$ cat config.mk
export PLATFORM = sky130hd
export DESIGN_NAME = bcd_to_binary
export DESIGN_NICKNAME = d
export VERILOG_FILES = /design/src/rtl/bcd_pkg.sv /design/src/rtl/bcd_digit_adjust.sv /design/src/rtl/bcd_to_binary.sv
export SDC_FILE = /design/constraint.sdc
export NUM_CORES = 1
export LEC_CHECK = 0
export CAP_MARGIN = 20
export CORE_ASPECT_RATIO = 1.25
export CORE_UTILIZATION = 40
export CTS_BUF_LIST = sky130_fd_sc_hd__clkbuf_2 sky130_fd_sc_hd__clkbuf_4 sky130_fd_sc_hd__clkbuf_8
export DETAILED_ROUTE_END_ITERATION = 8
export MAX_ROUTING_LAYER = met4
export PLACE_DENSITY = 0.71
export RECOVER_POWER = 25
export SETUP_SLACK_MARGIN = 0.2
export SYNTH_ARGS = -nofsm -noshare
export SYNTH_HDL_FRONTEND = slang
export SYNTH_HIERARCHICAL = 1
export SYNTH_SLANG_ARGS = --single-unit
$ cat constraint.sdc
create_clock -name clk -period 1.5 [get_ports clk]
set_input_delay 0.3 -clock clk [delete_from_list [all_inputs] [get_ports clk]]
set_output_delay 0.3 -clock clk [all_outputs]
set_load 0.05 [all_outputs]
$ cat src/rtl/bcd_pkg.sv
// Shared types and helpers for the packed-BCD to binary converter.
package bcd_pkg;

    localparam int BCD_DIGIT_W = 4;

    typedef enum logic [1:0] {
        IDLE,
        SHIFT,
        DONE
    } conv_state_t;

    function automatic logic is_bcd_digit(input logic [3:0] d);
        return d <= 4'd9;
    endfunction

endpackage

$ cat src/rtl/bcd_digit_adjust.sv
// Reverse double-dabble digit correction: a digit that received a shifted-in 8 is pulled back by 3.
// Latency: combinational.
// Backpressure: none.
module bcd_digit_adjust
    import bcd_pkg::*;
(
    input  logic [BCD_DIGIT_W-1:0] din,
    output logic [BCD_DIGIT_W-1:0] dout
);

    assign dout = (din >= 4'd8) ? din - 4'd3 : din;

endmodule

$ cat src/rtl/bcd_to_binary.sv
// Packed-BCD to unsigned binary converter, one reverse double-dabble step per clock.
// Latency: done 4*DIGITS cycles after accept (next cycle for an invalid operand).
// Backpressure: start is taken only while ready; start while busy is dropped.
module bcd_to_binary
    import bcd_pkg::*;
#(
    parameter int DIGITS = 2
) (
    input  logic                          clk,
    input  logic                          rst_n,
    input  logic                          start,
    input  logic [BCD_DIGIT_W*DIGITS-1:0] bcd_in,
    output logic                          ready,
    output logic                          done,
    output logic [BCD_DIGIT_W*DIGITS-1:0] bin_out,
    output logic                          err
);

    localparam int W  = BCD_DIGIT_W * DIGITS;
    localparam int CW = $clog2(W);

    conv_state_t   state;
    conv_state_t   state_nxt;
    logic [W-1:0]  bcd_reg;
    logic [W-1:0]  bin_reg;
    logic [CW-1:0] cnt;
    logic [W-1:0]  bcd_shr;
    logic [W-1:0]  bcd_adj;
    logic [W-1:0]  bin_shr;
    logic          operand_ok;

    always_comb begin
        operand_ok = 1'b1;
        for (int i = 0; i < DIGITS; i++) begin
            if (!is_bcd_digit(bcd_in[BCD_DIGIT_W*i +: BCD_DIGIT_W])) begin
                operand_ok = 1'b0;
            end
        end
    end

    // The combined {bcd_reg, bin_reg} shifts right; digits are corrected after the shift.
    assign bcd_shr = {1'b0, bcd_reg[W-1:1]};
    assign bin_shr = {bcd_reg[0], bin_reg[W-1:1]};

    for (genvar g = 0; g < DIGITS; g++) begin : g_adj
        bcd_digit_adjust u_adj (
            .din  (bcd_shr[BCD_DIGIT_W*g +: BCD_DIGIT_W]),
            .dout (bcd_adj[BCD_DIGIT_W*g +: BCD_DIGIT_W])
        );
    end

    always_comb begin
        state_nxt = state;
        case (state)
            IDLE:    if (start) state_nxt = operand_ok ? SHIFT : DONE;
            SHIFT:   if (cnt == '0) state_nxt = DONE;
            DONE:    state_nxt = IDLE;
            default: state_nxt = IDLE;
        endcase
    end

    assign ready = (state == IDLE);
    assign done  = (state == DONE);

    always_ff @(posedge clk or negedge rst_n) begin
        if (!rst_n) begin
            state   <= IDLE;
            bcd_reg <= '0;
            bin_reg <= '0;
            cnt     <= '0;
            bin_out <= '0;
            err     <= 1'b0;
        end else begin
            state <= state_nxt;
            case (state)
                IDLE: begin
                    if (start) begin
                        bcd_reg <= bcd_in;
                        bin_reg <= '0;
                        cnt     <= CW'(W - 1);
                        if (!operand_ok) begin
                            bin_out <= '0;
                            err     <= 1'b1;
                        end
                    end
                end
                SHIFT: begin
                    bcd_reg <= bcd_adj;
                    bin_reg <= bin_shr;
                    cnt     <= cnt - 1'b1;
                    if (cnt == '0) begin
                        bin_out <= bin_shr;
                        err     <= 1'b0;
                    end
                end
                default: ;
            endcase
        end
    end

endmodule
==> results, run 1 <==
- In this run the core area contains 23 standard-cell rows.
- The run finished, with violations left.
- During placement, the flow inserted port buffers numbering 21.
- The library cells used most frequently in the layout, excluding fill and tap cells, are 26 x dfrtp_1, 15 x a22o_1, 13 x buf_4.
- The post-route minimum period is 1.51 ns.
- Timing analysis after detailed placement gives a worst setup slack of -0.356 ns.
- The initial antenna violation count is 0.
- STA classifies the critical path startpoint as a flop.
- The clock tree from TritonCTS is yes.
- The checks that failed: setup timing.
- Of the cells placed in the final design, the portion with a size suffix greater than 1 is 0.301.
- The worst reg2reg path startpoint is cnt[0].
- At the worst endpoint, the required time is 1.67 ns.
- In this run the tightest slew margin relative to its limit is 0.536.
- The die is 54.5 µm wide.
- 0 antenna diodes ended up in the layout.
- The congestion estimate from routability-driven global placement came to 0.726.
- Clock tree synthesis found a total of 29 sinks.
- For flop-to-flop paths, the worst setup slack is -0.01 ns.
- After detailed routing, the number of vias per cell comes to 5.28.
- For this run, the post-layout net count is 182.
- The startpoint of the most critical setup path is cnt[0].
- In the post-route analysis, the smallest setup slack over all paths is -0.0105 ns.
- In the routed design, unresolved DRC markers number 0.
- The number of clock buffers added by TritonCTS is 5.
- The sequential-to-total area share from yosys stat is 0.527.
- The slowest stage cell on the critical path is a311o_1.
- Traced cell by cell, the critical path runs through inv_2 > ha_4 > ha_4 > mux2i_4 > a311o_1 > a22o_1.
- For the final routed database, the setup TNS stands at -0.0167 ns.
- The length of the first detailed-routing pass in iterations is 4.
- The count of pins over their slew limit came to 0.
- The unique cell type count in the Yosys netlist is 24.
- The instance count of the mapped netlist is 123.
- The portion of the clock cycle consumed by the worst path in the final layout is 1.01.
- The total die area is 3680 µm².
- The worst-case IR drop observed on VDD is 1.24 mV.
- In this run the clock root is driven by a clkbuf_8.
- The power per standard cell area is 1710 nW/µm².
- The initial utilization of the core area, before any placement, comes to 0.424.
- Following the worst setup path forward leads to its endpoint at bin_out[3].
- Dividing the detail-routed wire length by the instance count gives 13.8 µm.
- The routed layout has 1071 vias.
- The depth of the most critical reg-to-reg path is 6.
- The mean cell area of the mapped netlist is 11.2 µm².
- The core region is 3250 µm².
- Summing every instance area after synthesis gives 1380 µm².
- The maximum buffer depth of the clock tree is 2.
- Setup repair after global routing could not meet its margin everywhere.
- The most frequent standard cell in the layout excluding fill and tap cells is dfrtp_1.
- The area overhead of the layout relative to synthesis is 44.4%.
- The clock-pin slew on the worst setup and hold paths is 0.07 ns.
- For this block, the initial DRC count from the detailed router was 13.
- The number of fillers in the final layout is 264.
- The analysis attributes to cell leakage a power of 0.923 nW.
- The critical path arrival is 1.68 ns.
- 22 I/O pins were placed.
- The later pin in the worst-skew pair is clocked with a latency of 0.28 ns.
- Derived from the worst setup path, the maximum achievable clock frequency is 0.662 GHz.
- For this run the aggregate overflow at the end of global routing stands at 0.
- The final layout contains routed wiring with a total length of 2.81 mm.
- The worst hold path class is flop to flop.
- For the pin with the worst max-slew slack, the measured transition is 0.697 ns.
- The wire-length estimate of the detail-placed layout is 1.87 mm.
- The number of hold buffers added after CTS was 0.
- The H-tree was split into 2 levels.
- Clock skew on the completed layout was measured at 0.00480 ns.
- The die is 67.6 µm tall.
- The via count of the first global-routing pass is 1020.
- In this design, the stage delay of the slowest critical-path cell is 0.38 ns.
- The antenna violation net count after detailed routing is 0.
- The global-route wire length before repair is 4.58 mm.
- Yosys printed 6 warnings.
- The hold violation count in the final report is 0.
- In the global route stage, overall resource usage came out at 0.184.
- The reg-to-reg endpoint is bin_out[3].
- The highest net fanout along the worst path is 4.
- Entering global routing, the biggest net connects 30 pins.
- The most prevalent standard cell on the critical path is ha_4.
- The endpoint kind of the worst setup timing path is a flop.
- The register bit count reported by yosys is 29.
- The critical path class is flop to flop.
- Setup violations remaining at the end of the flow were counted as 2.
- Max-cap violations in this run came to 0.
-- Yosys cell counts --
| library cell | number | area share |
|---|---|---|
| ha_1 | 6 | 0.054 |
| xnor2_1 | 2 | 0.013 |
| nor2b_1 | 4 | 0.018 |
| o21ai_0 | 13 | 0.047 |
| a22oi_1 | 2 | 0.011 |
| buf_2 | 3 | 0.011 |
| a311o_1 | 1 | 0.0073 |
| a2bb2oi_1 | 1 | 0.0064 |
| buf_6 | 1 | 0.0082 |
| conb_1 | 1 | 0.0027 |
| nand2b_1 | 3 | 0.014 |
| nor2_1 | 1 | 0.0027 |
| mux2i_1 | 10 | 0.073 |
| a21oi_1 | 4 | 0.015 |
| inv_1 | 9 | 0.025 |
| xor2_1 | 2 | 0.013 |
| clkbuf_1 | 1 | 0.0027 |
| nand4_1 | 1 | 0.0045 |
| dfrtp_1 | 29 | 0.53 |
| nand2_1 | 10 | 0.027 |
| o21bai_2 | 1 | 0.0082 |
| buf_4 | 2 | 0.011 |
| and2_1 | 1 | 0.0045 |
| a22o_1 | 15 | 0.095 |
-- critical path: cells and delay by family, from the launching register on --
family | cells | cell delay, ns
compound gates | 2 | 0.61
flops | 1 | 0.37
fa+ha+maj | 2 | 0.27
buf+inv | 1 | 0.07
mux | 1 | 0.07
-- per-stage QoR --
step / utilization / power (W) / instances / hold WS (ns) / area, µm²
global route: 0.612 / 0.00366 / 203 / 0.534 / 1990
detailed placement: 0.561 / 0.00263 / 189 / 0.506 / 1820
CTS: 0.605 / 0.00336 / 202 / 0.410 / 1970
floorplan: - / 0.00214 / 127 / 0.00441 / 1420
finish: 0.612 / 0.00340 / 203 / 0.528 / 1990
global placement: 0.561 / 0.00255 / 189 / 0.490 / 1820
-- how the worst min path moves through the flow --
| stage | from | endpoint | depth (start not counted) |
|---|---|---|---|
| CTS | rst_n | cnt[0] | 2 |
| finish | bin_reg[7] | bin_reg[7] | 1 |
| floorplan | rst_n | bcd_reg[0] | 0 |
| global route | bin_reg[1] | bin_out[0] | 1 |
| global placement | bin_reg[1] | bin_out[0] | 1 |
| detailed placement | bin_reg[1] | bin_reg[1] | 1 |
-- cell type report --
| type | count | area (µm²) | area share |
|---|---|---|---|
| Tap cell | 37 | 46.3 | 0.0233 |
| Timing Repair Buffer | 37 | 445 | 0.224 |
| Sequential cell | 29 | 729 | 0.367 |
| Clock inverter | 3 | 17.5 | 0.00881 |
| Inverter | 9 | 33.8 | 0.0170 |
| Multi-Input combinational cell | 83 | 648 | 0.326 |
| Clock buffer | 5 | 68.8 | 0.0346 |
-- logic make-up after synthesis --
family          after synthesis  share of synthesized area
compound gates               37                      0.190
xor+xnor                      4                     0.0254
fa+ha+maj                     6                     0.0545
buf+inv                      16                     0.0572
flops                        29                      0.527
mux                          10                     0.0727
other cells                   1                    0.00272
simple gates                 20                     0.0708
-- routing by layer --
metal | vias to the layer above | part of all wire | wire, µm | GRT usage
met2 | 30 | 0.52 | 1460 | 0.273
met1 | 527 | 0.42 | 1190 | 0.227
met5 | - | 0 | 0 | -
li1 | 509 | - | - | -
met4 | 0 | 0.016 | 44 | 0.0801
met3 | 5 | 0.042 | 117 | 0.0563
-- power by group --
| part | switching, W | internal (W) |
|---|---|---|
| combinational | 0.000733 | 0.000775 |
| clock | 0.000308 | 0.000319 |
| sequential | 0.000255 | 0.00101 |
| total | 0.00130 | 0.00211 |
-- what timing repair did --
| item | 4_1_cts | 5_1_grt |
|---|---|---|
| pin swaps | 12 | 2 |
| cloned | 1 | 0 |
| endpoints found under the setup margin | 19 | 20 |
| resized for setup | 10 | 5 |
| buffers inserted | 4 | 1 |
No activity file was read; power rests on OpenSTA's default activity.
==> inputs of run 2 (changes only) <==
--- a/config.mk
+++ b/config.mk
@@ -14,6 +14,7 @@
 export PLACE_DENSITY = 0.71
 export RECOVER_POWER = 25
 export SETUP_SLACK_MARGIN = 0.2
+export SLEW_MARGIN = 20
 export SYNTH_ARGS = -nofsm -noshare
 export SYNTH_HDL_FRONTEND = slang
 export SYNTH_HIERARCHICAL = 1
==> results of run 2 <==
Same layout as run 1: the final DEF is identical, and so are final timing and power.
